`src/rtl/paralelo_serial_tx_pkg.sv`:
```
// Shared PHY definitions: the idle/comma character and the transmitter state encoding.
package paralelo_serial_tx_pkg;

  localparam logic [7:0] IDLE_CHAR = 8'hBC;

  typedef enum logic [1:0] {
    RESET  = 2'd0,
    SYNC   = 2'd1,
    ACTIVE = 2'd2
  } tx_state_e;

endpackage

```
`src/rtl/paralelo_serial_tx.sv`:
```
// Byte-to-bitstream transmitter: one-entry hold buffer, MSB-first serializer with 8-cycle word slots,
// and an idle preamble after reset so the far-end receiver can lock before payload flows.
module paralelo_serial_tx
  import paralelo_serial_tx_pkg::*;
#(
  parameter int SYNC_WORDS = 4
) (
  input  logic       clk_32f,
  input  logic       reset_L,
  input  logic [7:0] data_in,
  input  logic       valid_in,
  output logic       ready_out,
  output logic       data_out,
  output logic       active_out,
  output logic       word_start
);

  tx_state_e   state_reg, state_next;
  logic [2:0]  bit_cnt_reg;
  logic [3:0]  sync_cnt_reg;
  logic [7:0]  hold_reg;
  logic        hold_valid_reg;
  logic [6:0]  shift_reg;
  logic        data_out_reg;
  logic        word_start_reg;

  logic        slot_boundary;
  logic        sync_done;
  logic        take_hold;
  logic [7:0]  slot_word;

  // bit_cnt resets to 7 so the first edge after release is already a slot boundary
  assign slot_boundary = (bit_cnt_reg == 3'd7);
  assign sync_done     = (sync_cnt_reg == 4'(SYNC_WORDS - 1));
  assign take_hold     = hold_valid_reg && (state_reg == ACTIVE);
  assign slot_word     = take_hold ? hold_reg : IDLE_CHAR;

  assign active_out = (state_reg == ACTIVE);
  assign ready_out  = active_out && !hold_valid_reg;
  assign data_out   = data_out_reg;
  assign word_start = word_start_reg;

  always_ff @(posedge clk_32f) begin
    if (!reset_L) begin
      state_reg <= RESET;
    end else begin
      state_reg <= state_next;
    end
  end

  always_comb begin
    state_next = state_reg;
    unique case (state_reg)
      RESET:   state_next = SYNC;
      SYNC:    if (slot_boundary && sync_done) state_next = ACTIVE;
      ACTIVE:  state_next = ACTIVE;
      default: state_next = RESET;
    endcase
  end

  // Counts idle words that have fully left the wire while in SYNC
  always_ff @(posedge clk_32f) begin
    if (!reset_L) begin
      sync_cnt_reg <= '0;
    end else if (state_reg == SYNC && slot_boundary) begin
      sync_cnt_reg <= sync_cnt_reg + 4'd1;
    end
  end

  // A boundary drain and a new acceptance can never coincide: ready_out is low while the hold is full
  always_ff @(posedge clk_32f) begin
    if (!reset_L) begin
      hold_reg       <= '0;
      hold_valid_reg <= 1'b0;
    end else if (valid_in && ready_out) begin
      hold_reg       <= data_in;
      hold_valid_reg <= 1'b1;
    end else if (slot_boundary && take_hold) begin
      hold_valid_reg <= 1'b0;
    end
  end

  always_ff @(posedge clk_32f) begin
    if (!reset_L) begin
      bit_cnt_reg    <= 3'd7;
      shift_reg      <= '0;
      data_out_reg   <= 1'b0;
      word_start_reg <= 1'b0;
    end else begin
      bit_cnt_reg <= bit_cnt_reg + 3'd1;
      if (slot_boundary) begin
        data_out_reg   <= slot_word[7];
        shift_reg      <= slot_word[6:0];
        word_start_reg <= 1'b1;
      end else begin
        data_out_reg   <= shift_reg[6];
        shift_reg      <= {shift_reg[5:0], 1'b0};
        word_start_reg <= 1'b0;
      end
    end
  end

endmodule

```
`config.mk`:
```
export PLATFORM = sky130hd
export DESIGN_NAME = paralelo_serial_tx
export DESIGN_NICKNAME = d
export VERILOG_FILES = /design/src/rtl/paralelo_serial_tx_pkg.sv /design/src/rtl/paralelo_serial_tx.sv
export SDC_FILE = /design/constraint.sdc
export NUM_CORES = 1
export LEC_CHECK = 0
export ABC_CLOCK_PERIOD_IN_PS = 1500
export CAP_MARGIN = 20
export CORE_UTILIZATION = 30
export DETAILED_ROUTE_END_ITERATION = 10
export DONT_BUFFER_PORTS = 1
export PLACE_DENSITY_LB_ADDON = 0.25
export SLEW_MARGIN = 20
export SYNTH_ARGS = -nofsm -noshare
export SYNTH_HDL_FRONTEND = slang
export SYNTH_SLANG_ARGS = --single-unit
```
`constraint.sdc`:
```
create_clock -name clk_32f -period 1.5 [get_ports clk_32f]
set_clock_uncertainty 0.2 [all_clocks]
set_input_delay 0.3 -clock clk_32f [delete_from_list [all_inputs] [get_ports clk_32f]]
set_output_delay 0.3 -clock clk_32f [all_outputs]
set_load 0.005 [all_outputs]
```
======== Yosys cells after proc, flatten, opt, wreduce, memory -nomap -nowiden ========
Index checks and enable logic that the tools add are counted.
storage, ports and cells
  register bits ........................... 27
  bits of input ports ..................... 11
  output and inout bits ................... 4
  word-level logic and storage cells ...... 34
operators by class
  $add $sub $neg .......................... 2
  equality and inequality tests ........... 5
  multiplexer cells ....................... 8
  reductions and logical operators ........ 10
operators by type and width
  cell                                                              count
  8-bit 2-to-1 mux                                                  1
  7-bit 2-to-1 mux                                                  1
  1-bit logical AND                                                 6
  2-bit one-hot mux with 3 select lines                             1
  4-bit by 1-bit adder with 4-bit output (second input constant)    1
  4-bit by 2-bit == test with 1-bit output (second input constant)  1
  1-bit 2-to-1 mux                                                  4
  3-bit by 1-bit adder with 3-bit output (second input constant)    1
  3-bit == test (second input constant)                             1
  3-bit AND reduction                                               1
  2-bit by 1-bit == test with 1-bit output (second input constant)  1
  2-bit == test (second input constant)                             1
  2-bit logical NOT                                                 1
  2-bit 2-to-1 mux                                                  1
  2-bit != test (second input constant)                             1
  2-bit nonzero test                                                1
  1-bit logical NOT                                                 1

======== Depth between registers and ports, before layout ========
  word-level depth ........................ 5
  gate-level depth with buffers ........... 6
  depth with buffers taken out ............ 5

======== Worst setup path before layout ========
No wires, ideal clock.
  path kind ............................... register to register
  from .................................... reg bit_cnt_reg[0]
  to ...................................... reg sync_cnt_reg[3]
  setup time .............................. 70 ps
  arrival ................................. 1250 ps
  required time ........................... 1230 ps
  setup slack ............................. -20 ps
  cell stages (with the launch flop) ...... 6
  path buffers ............................ 0
  clock period less this slack ............ 1520 ps
  path through ............................ dfxtp_1 ha_1 ha_1 nand2_2 or3_1 a21boi_1
on the way
  cells in the longest elaborated chain, start to end .. 2
RTL lines
  what                      RTL line                  text
  start: declaration        paralelo_serial_tx.sv:19  logic [2:0] bit_cnt_reg;
  start signal: assignment  paralelo_serial_tx.sv:90  bit_cnt_reg <= bit_cnt_reg + 3'd1;
  3-bit == test             paralelo_serial_tx.sv:33  assign slot_boundary = (bit_cnt_reg == 3'd7);
  named net slot_boundary   paralelo_serial_tx.sv:27  logic slot_boundary;
  1-bit logical AND         paralelo_serial_tx.sv:65  end else if (state_reg == SYNC && slot_boundary) begin
  end signal: assignment    paralelo_serial_tx.sv:66  sync_cnt_reg <= sync_cnt_reg + 4'd1;
  end: declaration          paralelo_serial_tx.sv:20  logic [3:0] sync_cnt_reg;
The timed path passes the listed nets, and every way through them passes these cells.
A chain may end at the register's enable or synchronous reset.

======== Worst setup path in the final report ========
  from .................................... reg state_reg[0]
  to ...................................... out ready_out
on the way
  cells in the longest elaborated chain, start to end .. 2
RTL lines
  what                      RTL line                  text
  start: declaration        paralelo_serial_tx.sv:18  tx_state_e state_reg, state_next;
  start signal: assignment  paralelo_serial_tx.sv:47  state_reg <= state_next;
  2-bit == test             paralelo_serial_tx.sv:38  assign active_out = (state_reg == ACTIVE);
  1-bit logical AND         paralelo_serial_tx.sv:39  assign ready_out = active_out && !hold_valid_reg;
  end: declaration          paralelo_serial_tx.sv:12  output logic ready_out,
Every way passes these cells.

==> impl_metrics.env <==
export IMPL_run_status="complete, but fails checks"
export IMPL_violations="hold timing, setup timing"
export IMPL_fin_cells=170
export IMPL_max_slew_margin_pct=86.9
export IMPL_num_vias=770
export IMPL_yosys_warnings=0
export IMPL_cts_buffer_depth=2
export IMPL_finalCritPeriodShare_pct=109
export IMPL_die_y_um=62.5
export IMPL_tns_ns=-0.260
export IMPL_synthFlopType="dfxtp_1"
export IMPL_path_max_fanout=3
export IMPL_cts_hold_buf=1
export IMPL_synth_async_reset_ratio_pct=0
export IMPL_drtAntennaViolNets=0
export IMPL_numClockSinks=27
export IMPL_drive_above_1_share_pct=25.0
export IMPL_whs_ns=-0.181
export IMPL_synth_seq_cells=27
export IMPL_rsz0062_at_grt="yes"
export IMPL_cp_arrival_ns=1.14
export IMPL_chipWidth_um=62.5
export IMPL_highest_layer="met4"
export IMPL_drtPass1Iterations=3
export IMPL_grt_usage_pct=11.0
export IMPL_critical_path_class="reg2out"
export IMPL_routed_wl_met3_um=74
export IMPL_antenna_found_initial=0
export IMPL_whs_path_depth=1
export IMPL_slew_viol_final=0
export IMPL_finalWirelength_mm=1.95
export IMPL_synthCells=113
export IMPL_core_area_um2=3420
export IMPL_p_leak_nw=0.556
export IMPL_max_freq_ghz=0.611
export IMPL_place_inst=160
export IMPL_start_kind="flop"
export IMPL_setup_viol=3
export IMPL_fin_ws_ns=-0.136
export IMPL_overflow=0
export IMPL_clkTransAtPathRegs_ns=0.16
export IMPL_r2r_cells=7
export IMPL_required_ns=1.00
export IMPL_syn_to_final_growth_pct=22.9
export IMPL_min_path_type="in2reg"
export IMPL_insertion_delay_ns=0.33
export IMPL_maxCapViolCount=0
export IMPL_synth_edf_count=0
export IMPL_grt_max_degree=30
export IMPL_start_util_pct=32.2
export IMPL_synth_yosys_seq_area_share_pct=49.1
export IMPL_fin_crit_ns=1.64
export IMPL_portBuffers=0
export IMPL_final_nets=143
export IMPL_syn_num_nets=131
export IMPL_drt_met1_wl_um=860
export IMPL_root_buffer="clkbuf_4"
export IMPL_vdd_drop_max_mv=0.552
export IMPL_antenna_cells=0
export IMPL_cts_buffers=3
export IMPL_cts_tree="done"
export IMPL_ys_types=25
export IMPL_cts_htree_levels=1
export IMPL_row_count=21
export IMPL_routed_via_density=4.53
export IMPL_first_global_vias=764
export IMPL_syn_avg_cell_area_um2=9.73
export IMPL_endpoint_kind="output port"
export IMPL_wl_per_cell_um=11.5
export IMPL_final_util_pct=39.6
export IMPL_p_per_area_nw_per_um2=1400
export IMPL_drtIter0Drc=3
export IMPL_grt_pass1_wl_mm=3.37
export IMPL_tightest_slew_ns=0.196
export IMPL_routed_wl_met2_um=996
export IMPL_die_area_um2=3910
export IMPL_pin_count=15
export IMPL_gp_congestion=0.706
export IMPL_dp_hpwl_mm=1.23
export IMPL_hold_viol=26
export IMPL_drc=0
export IMPL_largest_reg_flops=8
export IMPL_netlist_area_um2=1100
-- cell usage after synthesis (all sizes together), types with 3 or more instances --
library cell,count,area [um2]
a21boi,3,22.5
a21oi,5,25.0
and2,5,32.5
buf,3,23.8
dfxtp,27,541
ha,7,87.6
inv,4,15.0
mux2i,10,100
nand2,13,51.3
nand3,4,20.0
nor2,6,22.5
nor2b,9,56.3
o21ai,6,30.0
-- critical path: stages (launching register included) --
cell and delay, ns:
dfxtp_2 0.37, inv_2 0.05, ha_4 0.15, buf_6 0.11, nor2b_4 0.12
-- placed cells by master (no fill, tap or decap), types with 2 or more instances in the layout --
cell and n:
a21boi_0 2, a21oi_1 5, and2_1 4, buf_4 8, buf_6 2, clkbuf_4 3, dfxtp_1 22, dfxtp_2 5
ha_1 2, ha_4 5, inv_1 3, mux2i_1 10, nand2_1 10, nand2_2 3, nand2b_1 2, nand3_1 4
nor2_1 6, nor2b_1 8, o21ai_0 6, o22ai_1 2, xnor2_1 2
-- cell families (layout without fill, tap and decap cells) --
| family | after synthesis | in the layout | synth area share [%] |
|---|---|---|---|
| adders and majority gates | 7 | 7 | 7.96 |
| xor gates and xnor gates | 2 | 2 | 1.59 |
| muxes | 10 | 10 | 9.10 |
| buffers and inverters | 9 | 20 | 4.21 |
| AOI/OAI and AO/OA | 17 | 17 | 8.99 |
| and+or+nand+nor | 41 | 41 | 19.0 |
| DFF | 27 | 27 | 49.1 |
-- final timing paths --
| check | from | end | slack [ns] |
|---|---|---|---|
| hold / removal | reset_L | bit_cnt_reg[2]$_SDFF_PN1_ | -0.18 |
| setup / recovery | state_reg[0]$_SDFFE_PN0P_ | ready_out | -0.14 |
| hold reg to reg | hold_reg[0]$_SDFFE_PN0P_ | shift_reg[0]$_SDFF_PN0_ | 0.26 |
| setup reg to reg | state_reg[0]$_SDFFE_PN0P_ | hold_reg[7]$_SDFFE_PN0P_ | -0.01 |
-- routing by layer --
layer  vias to the layer above  global-route usage [%]
li1                        398                       -
met1                       359                    12.3
met2                        11                    19.0
met3                         2                    4.38
met4                         0                    3.49
met5                         -                       0
-- cell type report --
type | count | area, um2
clock buffer | 3 | 22.5
clock inverter | 1 | 8.76
fill | 355 | 2060
inverter | 4 | 15.0
multi-input combinational | 77 | 588
sequential | 27 | 547
tap | 46 | 57.6
timing repair buffer | 12 | 113
-- stage by stage --
stage                     area, um2  setup WS (ns)  power [mW]
final                          1350         -0.136        1.89
after detailed placement       1190        -0.0813        1.34
after global placement         1190        -0.0333        1.32
after floorplan                1100        0.00428        1.21
after global routing           1350         -0.195        2.03
after CTS                      1310         -0.142        1.84
-- where the power goes --
part | internal (mW) | total, mW | leakage (nW) | switching, mW
clock network | 0.109 | 0.346 | 0.0183 | 0.237
registers | 0.820 | 0.890 | 0.221 | 0.0698
logic | 0.378 | 0.655 | 0.317 | 0.277
-- repair_timing --
action                                 CTS  global route
endpoints found under the hold margin   27            26
resized for setup                       16             5
pin swaps                                1             2
setup endpoints to repair               21            16
buffers inserted                         3             2
Note: power is estimated with default switching activity, not from simulation.
